<file path="src/rtl/agc_loop_ctrl_pkg.sv">
// Shared types and default constants for the AGC loop.
// State encoding plus the default target power window.
package agc_loop_ctrl_pkg;

  typedef enum logic [1:0] {
    AGC_IDLE   = 2'd0,
    AGC_ACCUM  = 2'd1,
    AGC_DECIDE = 2'd2,
    AGC_SETTLE = 2'd3
  } agc_state_t;

  localparam int unsigned TARGET_DEF = 4096;
  localparam int unsigned HYST_DEF   = 512;

endpackage

</file>
<file path="src/rtl/agc_loop_ctrl_power_avg.sv">
// Integrate-and-dump averager over 2^LOG2_N accepted samples.
// The average is a truncating shift of the window sum.
module agc_loop_ctrl_power_avg #(
  parameter int W_IN   = 16,
  parameter int LOG2_N = 4
) (
  input  logic            clk,
  input  logic            rst,
  input  logic            clear,
  input  logic            take,
  input  logic [W_IN-1:0] pwr,
  output logic [W_IN-1:0] avg,
  output logic            avg_valid,
  output logic            done
);

  localparam int W_ACC = W_IN + LOG2_N;

  logic [W_ACC-1:0]  acc;
  logic [W_ACC-1:0]  sum;
  logic [LOG2_N-1:0] cnt;

  assign sum  = acc + W_ACC'(pwr);
  assign done = take && (cnt == {LOG2_N{1'b1}});

  always_ff @(posedge clk or negedge rst) begin
    if (!rst) begin
      acc       <= '0;
      cnt       <= '0;
      avg       <= '0;
      avg_valid <= 1'b0;
    end else begin
      avg_valid <= 1'b0;
      if (clear) begin
        acc <= '0;
        cnt <= '0;
      end else if (take) begin
        if (done) begin
          avg       <= sum[W_ACC-1:LOG2_N];
          avg_valid <= 1'b1;
          acc       <= '0;
          cnt       <= '0;
        end else begin
          acc <= sum;
          cnt <= cnt + 1'b1;
        end
      end
    end
  end

endmodule

</file>
<file path="src/rtl/agc_loop_ctrl.sv">
// AGC loop controller: window average vs. hysteresis band,
// one-step gain updates and a settle hold-off after each step.
module agc_loop_ctrl
  import agc_loop_ctrl_pkg::*;
#(
  parameter int W_IN      = 16,
  parameter int LOG2_N    = 4,
  parameter int W_GAIN    = 6,
  parameter int GAIN_INIT = 32,
  parameter int TARGET    = TARGET_DEF,
  parameter int HYST      = HYST_DEF,
  parameter int SETTLE    = 8
) (
  input  logic              clk,
  input  logic              rst,
  input  logic [W_IN-1:0]   pwr_i,
  input  logic              valid_i,
  input  logic              enable_i,
  output logic [W_GAIN-1:0] gain_o,
  output logic              gain_valid_o,
  output logic [W_IN-1:0]   avg_o,
  output logic              avg_valid_o,
  output logic              locked_o,
  output logic              sat_o
);

  localparam int W_CMP = W_IN + 1;
  localparam int W_SET = $clog2(SETTLE + 1);
  localparam logic [W_CMP-1:0] HI = W_CMP'(TARGET + HYST);
  localparam logic [W_CMP-1:0] LO = W_CMP'(TARGET - HYST);
  localparam logic [W_GAIN-1:0] GMAX = {W_GAIN{1'b1}};

  agc_state_t       state;
  logic [W_SET-1:0] scnt;
  logic             take;
  logic             done;
  logic             too_hi;
  logic             too_lo;
  logic             step_dn;
  logic             step_up;

  assign take    = enable_i && valid_i && (state == AGC_ACCUM);
  assign too_hi  = {1'b0, avg_o} > HI;
  assign too_lo  = {1'b0, avg_o} < LO;
  assign step_dn = too_hi && (gain_o != '0);
  assign step_up = too_lo && (gain_o != GMAX);

  agc_loop_ctrl_power_avg #(
    .W_IN   (W_IN),
    .LOG2_N (LOG2_N)
  ) u_power_avg (
    .clk       (clk),
    .rst       (rst),
    .clear     (!enable_i),
    .take      (take),
    .pwr       (pwr_i),
    .avg       (avg_o),
    .avg_valid (avg_valid_o),
    .done      (done)
  );

  always_ff @(posedge clk or negedge rst) begin
    if (!rst) begin
      state        <= AGC_IDLE;
      gain_o       <= W_GAIN'(GAIN_INIT);
      gain_valid_o <= 1'b0;
      locked_o     <= 1'b0;
      sat_o        <= 1'b0;
      scnt         <= '0;
    end else begin
      gain_valid_o <= 1'b0;
      if (!enable_i) begin
        // Abort any window or pending decision; gain stays put.
        state <= AGC_IDLE;
        scnt  <= '0;
        if (state != AGC_IDLE) locked_o <= 1'b0;
      end else begin
        unique case (state)
          AGC_IDLE: state <= AGC_ACCUM;
          AGC_ACCUM: begin
            if (done) state <= AGC_DECIDE;
          end
          AGC_DECIDE: begin
            locked_o <= !(too_hi || too_lo);
            sat_o    <= (too_hi || too_lo) && !(step_dn || step_up);
            unique case (1'b1)
              step_dn: begin
                gain_o       <= gain_o - 1'b1;
                gain_valid_o <= 1'b1;
                scnt         <= W_SET'(SETTLE);
                state        <= AGC_SETTLE;
              end
              step_up: begin
                gain_o       <= gain_o + 1'b1;
                gain_valid_o <= 1'b1;
                scnt         <= W_SET'(SETTLE);
                state        <= AGC_SETTLE;
              end
              default: state <= AGC_ACCUM;
            endcase
          end
          AGC_SETTLE: begin
            if (valid_i) begin
              scnt <= scnt - 1'b1;
              if (scnt == W_SET'(1)) state <= AGC_ACCUM;
            end
          end
          default: state <= AGC_IDLE;
        endcase
      end
    end
  end

endmodule

</file>
<file path="config.mk">
export PLATFORM = sky130hd
export DESIGN_NAME = agc_loop_ctrl
export DESIGN_NICKNAME = d
export VERILOG_FILES = /design/src/rtl/agc_loop_ctrl_pkg.sv /design/src/rtl/agc_loop_ctrl_power_avg.sv /design/src/rtl/agc_loop_ctrl.sv
export SDC_FILE = /design/constraint.sdc
export NUM_CORES = 1
export LEC_CHECK = 0
export ABC_AREA = 0
export BUFFER_PORTS_ARGS = -buffer_cell sky130_fd_sc_hd__clkbuf_2
export CELL_PAD_IN_SITES_DETAIL_PLACEMENT = 0
export CELL_PAD_IN_SITES_GLOBAL_PLACEMENT = 1
export CORE_MARGIN = 10
export CORE_UTILIZATION = 40
export DETAILED_ROUTE_END_ITERATION = 6
export PLACE_DENSITY_LB_ADDON = 0.25
export SYNTH_ARGS = -nofsm -noshare
export SYNTH_HDL_FRONTEND = slang
export SYNTH_SLANG_ARGS = --single-unit
</file>
<file path="constraint.sdc">
create_clock -name clk -period 2.57 [get_ports clk]
set_input_delay 0.1285 -clock clk [delete_from_list [all_inputs] [get_ports clk]]
set_output_delay 0.1285 -clock clk [all_outputs]
set_load 0.05 [all_outputs]
</file>
After elaboration in Yosys (flattened, before gate mapping)
Cells that the tools add are included.

Logic and storage cells: 78. Register bits: 56. Input bits: 20.

Add/subtract/negate cells: 5. Magnitude comparators: 2. Mux-type cells: 26. Equal/unequal tests: 13. Reductions and logical operators: 22.

Operators by type and width (number): 20-bit 2-to-1 mux (3); 4-bit 2-to-1 mux (6); 20-bit by 16-bit adder with 20-bit output (1); 16-bit by 13-bit greater-than comparator with 1-bit output (second input constant) (1); 16-bit by 12-bit less-than comparator with 1-bit output (second input constant) (1); 3-bit inequality test (second input constant) (4); 6-bit one-hot mux with 2 select lines (1); 3-bit AND reduction (4); 2-bit 2-to-1 mux (5); 1-bit 2-to-1 mux (9); 2-bit one-hot mux with 4 select lines (1); 4-bit one-hot mux with 2 select lines (1); 6-bit by 1-bit adder with 6-bit output (second input constant) (1); 1-bit logical AND (6); 6-bit inequality test (second input constant) (1); 2-bit nonzero test (3); 6-bit nonzero test (1); 6-bit by 1-bit subtractor with 6-bit output (second input constant) (1); 4-bit by 1-bit adder with 4-bit output (second input constant) (1); 2-bit equality test (second input constant) (2); 4-bit by 1-bit equality test with 1-bit output (second input constant) (1); 4-bit equality test (second input constant) (1); 2-bit by 1-bit inequality test with 1-bit output (second input constant) (2); 2-bit AND reduction (2); 7 further kinds (9).

Longest topological paths before layout
Gate-level depths: netlist of run 1.

Word-level depth: 6. Mapped depth: 10.

Cells and area by module
A second synthesis of run 1 with hierarchy kept.

Cells, all modules: 396. Area total of the unflattened synthesis: 3752.3 um^2.

By module, submodules not included: agc_loop_ctrl_power_avg (cells each 286, seq. area each 1026.0 um^2, times used 1, area each 2661.3 um^2); agc_loop_ctrl (cells each 110, seq. area each 376.6 um^2, times used 1, area each 1091.0 um^2).

Least setup slack after synthesis of run 1
Ideal clock, no wire load.

Kind: flip-flop to flip-flop. Start: register u_power_avg.avg[13]. End: register gain_o[5]. Buffers on the path: 0. Cell stages (with the launch flop): 10. Data arrival time: 2.603 ns. Setup time: 0.075 ns. Path slack: -0.107 ns. Period minus slack after synthesis: 2.677 ns. Cell sequence: dfrtp_1 > or3_1 > or2_2 > ha_1 > a211oi_1 > o21bai_1 > a21oi_1 > xor2_1 > nor3_1 > xor2_1.

Longest elaborated chain between the ends: 4. Elaborated cells between the ends (all ways): 7. Classes of those cells: order compare (2); mux (1); reduce/logical (4).

RTL lines: from (decl) (RTL line agc_loop_ctrl_power_avg.sv:12) `output logic [W_IN-1:0] avg,`; from (signal assigned) (RTL line agc_loop_ctrl_power_avg.sv:39) `avg <= sum[W_ACC-1:LOG2_N];`; 16-bit by 13-bit greater-than comparator with 1-bit output or 16-bit by 12-bit less-than comparator with 1-bit output (tied branches) (RTL line agc_loop_ctrl.sv:43, agc_loop_ctrl.sv:44); 1-bit logical AND, on equally long branches (RTL line agc_loop_ctrl.sv:45, agc_loop_ctrl.sv:46); 2-bit nonzero test (no source line); 3-bit AND reduction (no source line); to (signal assigned) (RTL line agc_loop_ctrl.sv:65) `gain_o <= W_GAIN'(GAIN_INIT);`; to (signal assigned) (RTL line agc_loop_ctrl.sv:88) `gain_o <= gain_o - 1'b1;`; to (signal assigned) (RTL line agc_loop_ctrl.sv:94) `gain_o <= gain_o + 1'b1;`; to (decl) (RTL line agc_loop_ctrl.sv:19) `output logic [W_GAIN-1:0] gain_o,`.

Several ways; a longest one is shown, not always the timed one. A chain may end at the register's enable or synchronous reset.

Worst setup path in the final report of run 1
Same ends and word-level chain as after synthesis.

==> results of run 1 <==
-- critical path, delay by kind of cell, from the launching register on --
kind | cells | cell delay [ns]
adder cells (fa/ha/maj) | 1 | 0.30
XOR/XNOR | 2 | 0.35
AND/OR/NAND/NOR | 3 | 0.78
flip-flops | 1 | 0.44
AO/OA/AOI/OAI | 3 | 0.49
-- cells in the mapped netlist, types with 3 or more instances --
master	instances
sky130_fd_sc_hd__nand2b_1	4
sky130_fd_sc_hd__nor3_1	6
sky130_fd_sc_hd__o21ai_1	8
sky130_fd_sc_hd__mux2_4	6
sky130_fd_sc_hd__xnor2_1	13
sky130_fd_sc_hd__a211oi_1	5
sky130_fd_sc_hd__a21o_1	7
sky130_fd_sc_hd__or4_1	3
sky130_fd_sc_hd__a21oi_1	27
sky130_fd_sc_hd__o21bai_1	4
sky130_fd_sc_hd__a31oi_1	3
sky130_fd_sc_hd__buf_2	3
sky130_fd_sc_hd__nor2b_1	9
sky130_fd_sc_hd__clkbuf_1	16
sky130_fd_sc_hd__a22o_1	8
sky130_fd_sc_hd__nand4_1	10
sky130_fd_sc_hd__dfrtp_1	55
sky130_fd_sc_hd__o21ai_0	21
sky130_fd_sc_hd__inv_1	15
sky130_fd_sc_hd__nand2_1	61
sky130_fd_sc_hd__nand3_1	16
sky130_fd_sc_hd__or3_1	3
sky130_fd_sc_hd__ha_1	26
sky130_fd_sc_hd__xor2_1	10
sky130_fd_sc_hd__nor2_1	18
-- cell families after synthesis --
group / count (synthesis) / synth area share (%)
compound gates: 108 / 19.3
flops: 56 / 38.3
xor+xnor: 23 / 5.50
simple gates: 144 / 19.9
fa+ha+maj: 28 / 9.97
mux: 7 / 3.07
buf+inv: 37 / 3.93
-- power breakdown --
part           internal [mW]  total (mW)  switching, mW
clock network          0.207       0.543          0.336
logic                  0.178       0.475          0.298
registers              0.920       0.962         0.0418
-- metal layers --
| layer | global-route usage (%) | wire [µm] | vias up |
|---|---|---|---|
| li1 | - | - | 1534 |
| met4 | 3.17 | 53 | 0 |
| met1 | 18.6 | 4200 | 1445 |
| met3 | 2.69 | 530 | 4 |
| met5 | 0 | 0 | - |
| met2 | 22.6 | 4330 | 78 |
-- layout make-up --
| cell class | count | area, µm² | share of cell area (%) |
|---|---|---|---|
| flip-flops and latches | 56 | 1410 | 33.8 |
| inverters | 15 | 56.3 | 1.35 |
| well taps | 108 | 135 | 3.23 |
| multi-input cells | 310 | 2160 | 51.5 |
| repair buffers | 58 | 325 | 7.78 |
| clock inverters | 3 | 28.8 | 0.688 |
| clock buffers | 5 | 68.8 | 1.64 |
-- flip-flops by register name, summed over array words and instances (netlist names) --
signal and count:
gain_o 6, gain_valid_o 1, locked_o 1, sat_o 1, scnt 4, state 2
u_power_avg.acc 20, u_power_avg.avg 16, u_power_avg.avg_valid 1, u_power_avg.cnt 4
-- path summary, 6_finish.rpt --
| check | from | end | slack (ns) | cells past startpoint |
|---|---|---|---|---|
| min reg2reg | sat_o | sat_o | 0.49 | 2 |
| max in group asynchronous | rst | u_power_avg.acc[5] | 1.44 | 4 |
| min in group asynchronous | rst | u_power_avg.avg[4] | 0.34 | 2 |
| max reg2reg | u_power_avg.avg[13] | gain_o[5] | 0.14 | 9 |
| max | u_power_avg.avg[13] | gain_o[5] | 0.14 | 9 |
| min | pwr_i[0] | u_power_avg.acc[0] | 0.15 | 3 |
-- timing repair --
action / in CTS / in global routing
hold buffers: 1 / 0
resized for setup: 1 / 6
buffers inserted: 0 / 0
pin swaps: 0 / 1
endpoints found under the setup margin: 1 / 3
endpoints found under the hold margin: 21 / 0
==> impl_results.md, run 1 <==
- Run status: finished clean
- Total of fill cells in the finished design: 859
- Startpoint kind of the worst setup timing path: flop
- Via/cell ratio: 5.52
- Remaining global-route overflow: 0
- Clk Latency, worst-skew pair: 0.32 ns
- Final setup slack of the worst path: 0.139 ns
- Cell-by-cell listing of the critical path: or3_4 > or2_4 > ha_1 > a211oi_1 > o21bai_1 > a21oi_2 > xor2_1 > nor3_2 > xor2_1
- Cell area after layout: 4180 µm²
- Post-route core utilization: 47.5%
- Fmax: 411 MHz
- Total power consumption of the routed design: 1.98 mW
- Starting Density: 41.6%
- # setup viols final: 0
- Via total after detailed routing: 3061
- Clock period minus final worst setup slack: 2.43 ns
- Relative area change from synthesis to final layout: 14.2%
- Final std cells w/o fill: 555
- Number of global-route vias before repair: 2948
- Synthesized net count: 451
- Fraction of synthesis flops using an asynchronous set or reset pin: 100%
- Global-route total usage across every layer: 13.9%
- Required time of the critical path: 2.82 ns
- Fraction of post-synthesis cell area in the top cell type by area: 37.6%
- Max stage delay on crit path: 0.44 ns
- Kind of critical path: flop to flop
- Most prevalent standard cell on the critical path: sky130_fd_sc_hd__xor2_1
- Longest Clk Path Bufs: 2
- Count of standard-cell rows: 34
- Yosys warning total: 0
- HPWL after detailed placement: 7160 µm
- Hold Vio Cnt, Final: 0
- Final clock skew: 0.00842 ns
- Routed Wire Length: 9120 µm
- Maximum number of pins on one net before global-route repair: 25
- Maxcap violations: 0
- P per Cell Area: 473 nW/µm²
- Most used flip-flop cell after synthesis: sky130_fd_sc_hd__dfrtp_1
- Worst supply voltage drop on vdd: 290 µV
- Dpl cells: 546
- Fraction of final layout cells with drive strength greater than 1: 22.1%
- Antenna Diode Count: 0
- Largest fanout of any net on the critical path: 6
- Avg Synthesized Cell Area: 9.09 µm²
- Crit-path slowest cell: sky130_fd_sc_hd__dfrtp_2
- Data arrival at the endpoint of the critical path: 2.69 ns
- Share of the clock period used by the worst path after layout: 94.6%
- DIE HEIGHT: 116 µm
- Largest cells by area after synthesis: sky130_fd_sc_hd__dfrtp_1 (38%), sky130_fd_sc_hd__ha_1 (8.9%), sky130_fd_sc_hd__nand2_1 (6.2%)
- Post-Place Cell Area: 4040 µm²
- Number of instances in the synthesized netlist: 403
- Cell taking the most area after synthesis: sky130_fd_sc_hd__dfrtp_1
- Inserted Clock Buffers: 5
- Initial detailed-routing violation count: 219
- Post-route setup TNS: 0 ns
- Total number of nets in the final design: 494
- Clock tree sinks: 56
- Routed wire length per instance: 16.4 µm
- Flops & latches, synth: 56
- Die ar.: 13400 µm²
- Residual DRC: 0
- Path category of the worst min-delay check: input pin to flop
- Final Max Slew Viols: 0
- Initial antenna violation count: 0
- Endpoint kind of the worst setup timing path: flop
- Minimum hold slack: 0.149 ns
- Routability Congestion: 0.799
- Setup WS pre-CTS: -0.00260 ns
- Die outline width: 116 µm
- Leakage power total: 1.98 nW
- Slew at the pin closest to its max-slew limit: 0.568 ns
- Clock tree from TritonCTS: done
- Antenna Nets Post-Route: 0
- Post-Syn Area: 3660 µm²
- First-pass iteration count of the detailed router: 5
- Core box area: 8810 µm²
- Clock slew at the register clock pins of the worst setup and hold paths: 0.12 ns
- Part of the Yosys area used for sequential elements: 38.3%
- Number of enable flip-flop cells after synthesis: 0
- Count of H-tree levels built during CTS: 2
- Unrepaired setup endpoints after global routing: no
- Wire length of the first global-routing pass: 15000 µm
- Highest-count cells in the layout ignoring fill and taps: sky130_fd_sc_hd__nand2_1 (61), sky130_fd_sc_hd__dfrtp_1 (46), sky130_fd_sc_hd__clkbuf_2 (45), sky130_fd_sc_hd__ha_1 (26), sky130_fd_sc_hd__a21oi_1 (24)
- Buffer cell driving the clock tree root: sky130_fd_sc_hd__clkbuf_8
- Number of distinct standard cells referenced by the synthesized netlist: 58
- Most common cell after layout, fill and taps aside: sky130_fd_sc_hd__nand2_1
- Number of input and output port buffers inserted: 45
- Number of placed I/O pins: 46
- Worst slew margin relative to its limit: 62.1%
Power figures use the tool's default switching activity.
==> run 2: changes to the inputs <==
- CORE_UTILIZATION: 40 -> 41
- SYNTH_HIERARCHICAL: default -> 1
==> run 2 against run 1 <==
Against the previous run:
- clock-buffer cell count grew 1
- hold slack lost 0.021 ns
- clock skew grew 0.0063 ns
- synthesized cell count shrank 1.7%
- largest cell class unchanged
==> impl_results.md, run 2 <==
- Fmax: 420 MHz
- M1 GR Usage: 19.1%
- Run status: finished clean
- Startpoint kind of the worst setup timing path: flop
- Required time of the critical path: 2.81 ns
- Routed Wire Length: 9290 µm
- P per Cell Area: 556 nW/µm²
- Fraction of final layout cells with drive strength greater than 1: 21.4%
- Registers with the highest flip-flop counts: u_power_avg/acc: 20 flops, u_power_avg/avg: 16 flops, gain_o: 6 flops
- Number of placed I/O pins: 46
- Number of instances in the synthesized netlist: 396
- Kind of critical path: flop to flop
- Initial detailed-routing violation count: 300
- Number of global-route vias before repair: 3113
- Biggest register: u_power_avg/acc
- Worst slew margin relative to its limit: 50.1%
- Minimum hold slack: 0.128 ns
- Starting Density: 42.6%
- Die outline width: 116 µm
- Maximum number of pins on one net before global-route repair: 57
- Final Max Slew Viols: 0
- Hold Vio Cnt, Final: 0
- Crit path buf inv count: 1
- Buffers inserted during post-CTS setup optimization: 0
- Synthesized net count: 444
- Most common cell after layout, fill and taps aside: sky130_fd_sc_hd__dfrtp_1
- Slew at the pin closest to its max-slew limit: 0.749 ns
- Post-Syn Area: 3750 µm²
- Share of the clock period used by the worst path after layout: 92.7%
- Leakage power total: 2.08 nW
- Part of the Yosys area used for sequential elements: 37.4%
- Dpl cells: 543
- Clk Latency, worst-skew pair: 0.32 ns
- Residual DRC: 0
- Antenna Nets Post-Route: 0
- Path category of the worst min-delay check: input pin to flop
- Total number of nets in the final design: 491
- GRT met2 Usage: 23.0%
- Total power consumption of the routed design: 2.36 mW
- Final clock skew: 0.0147 ns
- Initial antenna violation count: 0
- Reg2reg start: u_power_avg/acc[0]
- Logic depth of the worst path, buffers included: 9
- Fraction of synthesis flops using an asynchronous set or reset pin: 100%
- Cell taking the most area after synthesis: sky130_fd_sc_hd__dfrtp_1
- Largest cells by area after synthesis: sky130_fd_sc_hd__dfrtp_1 (37%), sky130_fd_sc_hd__ha_1 (8.7%), sky130_fd_sc_hd__nand2_1 (5.0%)
- Power share of the combinational group: 29.8%
- Cell count of the worst reg-to-reg path: 9
- Avg Synthesized Cell Area: 9.48 µm²
- Maxcap violations: 0
- Clock tree from TritonCTS: done
- First-pass iteration count of the detailed router: 4
- Sequential Power Share: 43.4%
- Core box area: 8810 µm²
- Die ar.: 13400 µm²
- Final std cells w/o fill: 552
- Post-route core utilization: 48.1%
- Largest delay share family, worst path: simple AND/OR/NAND/NOR gates
- Wire length of the first global-routing pass: 15300 µm
- Switching share of power: 35.5%
- Unrepaired setup endpoints after global routing: no
- Flops & latches, synth: 56
- Global Route met3 Usage: 2.17%
- Number of input and output port buffers inserted: 45
- DIE HEIGHT: 116 µm
- Internal Power: 1.52 mW
- Critical Path Source: u_power_avg/acc[0]
- Fraction of post-synthesis cell area in the top cell type by area: 36.7%
- Clock group share of total power: 26.8%
- Endpoint kind of the worst setup timing path: flop
- Data arrival at the endpoint of the critical path: 2.62 ns
- # setup viols final: 0
- Crit-path slowest cell: sky130_fd_sc_hd__or4b_1
- Clock period minus final worst setup slack: 2.38 ns
- Worst supply voltage drop on vdd: 248 µV
- Post-route setup TNS: 0 ns
- Largest fanout of any net on the critical path: 4
- Yosys warning total: 6
- Global-route layer with the greatest usage: met2
- Inserted Clock Buffers: 5
- Routed wire length per instance: 16.8 µm
- Buffer cell driving the clock tree root: sky130_fd_sc_hd__clkbuf_8
- Via total after detailed routing: 3094
- Highest-count cells in the layout ignoring fill and taps: sky130_fd_sc_hd__dfrtp_1 (55), sky130_fd_sc_hd__nand2_1 (50), sky130_fd_sc_hd__clkbuf_2 (45), sky130_fd_sc_hd__ha_1 (26), sky130_fd_sc_hd__nor2_1 (23)
- Clock tree sinks: 56
- Net load switching power: 836 µW
- Worst flop-to-flop path endpoint: u_power_avg/acc[18]
- Global-route total usage across every layer: 14.1%
- Count of H-tree levels built during CTS: 2
- Setup slack of the worst register-to-register path: 0.19 ns
- Most used standard cell by instance count after synthesis: sky130_fd_sc_hd__dfrtp_1
- Antenna Diode Count: 0
- Number of enable flip-flop cells after synthesis: 0
- Max reg flops: 20
- Commonest cells post-synth: sky130_fd_sc_hd__dfrtp_1 (55), sky130_fd_sc_hd__nand2_1 (50), sky130_fd_sc_hd__ha_1 (26), sky130_fd_sc_hd__nor2_1 (23)
- Cell-by-cell listing of the critical path: ha_1 > inv_1 > fa_1 > nand2b_1 > a21oi_2 > o21ai_2 > o211ai_2 > or4b_1 > o211ai_1
- Relative area change from synthesis to final layout: 12.9%
- Clock slew at the register clock pins of the worst setup and hold paths: 0.11 ns
- Routability Congestion: 0.859
- Longest Clk Path Bufs: 2
- Via/cell ratio: 5.61
- Most used flip-flop cell after synthesis: sky130_fd_sc_hd__dfrtp_1
- HPWL after detailed placement: 6910 µm
- Count of standard-cell rows: 34
- Number of distinct standard cells referenced by the synthesized netlist: 65
- Remaining global-route overflow: 0
- Last element of the critical path: u_power_avg/acc[18]
- Max stage delay on crit path: 0.46 ns
==> run 2: per-stage QoR <==
step,instance area [µm²],setup slack (ns)
after floorplan,3750,0.0232
after global placement,4100,0.240
after detailed placement,4100,0.200
after CTS,4230,0.174
after global routing,4240,0.0179
final,4240,0.187
==> run 2: kinds of logic (layout without fill, tap and decap cells) <==
| kind of cell | Yosys count | after routing | synth area share, % |
|---|---|---|---|
| buffers and inverters | 37 | 85 | 4.40 |
| and+or+nand+nor | 135 | 135 | 17.6 |
| adders and majority gates | 28 | 28 | 9.74 |
| xor gates and xnor gates | 14 | 14 | 3.27 |
| DFF | 56 | 56 | 37.4 |
| AOI/OAI and AO/OA | 108 | 108 | 21.9 |
| muxes | 18 | 18 | 5.64 |
==> run 2: power groups by stage <==
stage,combinational (mW),clock (mW),sequential (mW)
2_1_floorplan,0.465,0,1.10
3_3_place_gp,0.695,0,1.04
3_5_place_dp,0.704,0,1.04
4_1_cts,0.707,0.655,1.03
5_1_grt,0.782,0.688,1.04
6_report,0.702,0.632,1.02
==> run 2: timing repair <==
item | 4_1_cts | 5_1_grt
endpoints found under the hold margin | 48 | 0
setup endpoints to repair | 0 | 3
resized for setup | 0 | 2
hold buffers | 1 | 0
==> run 2: layout make-up <==
type	count	area [µm²]
repair buffers	56	310
clock inverters	2	38.8
multi-input cells	303	2190
well taps	108	135
clock buffers	6	82.6
inverters	21	78.8
fillers	853	4570
flip-flops and latches	56	1400
==> run 2: worst min path at each step <==
stage | startpoint | to | depth (start not counted)
floorplan | rst | gain_o[0] | 0
global placement | rst | u_power_avg/acc[10] | 2
detailed placement | rst | u_power_avg/acc[10] | 2
CTS | enable_i | scnt[0] | 3
global route | enable_i | scnt[0] | 3
finish | enable_i | scnt[0] | 3
==> run 2: tightest hold or removal path: stages <==
cell and delay (ns):
sky130_fd_sc_hd__clkbuf_2 0.15, sky130_fd_sc_hd__nand2_1 0.09, sky130_fd_sc_hd__o22ai_1 0.05
==> run 2: metal layers <==
layer  part of all wire (%)  routed length [µm]
met1                     48                4450
met2                     46                4250
met3                    5.4                 501
met4                   0.87                  81
met5                      0                   0
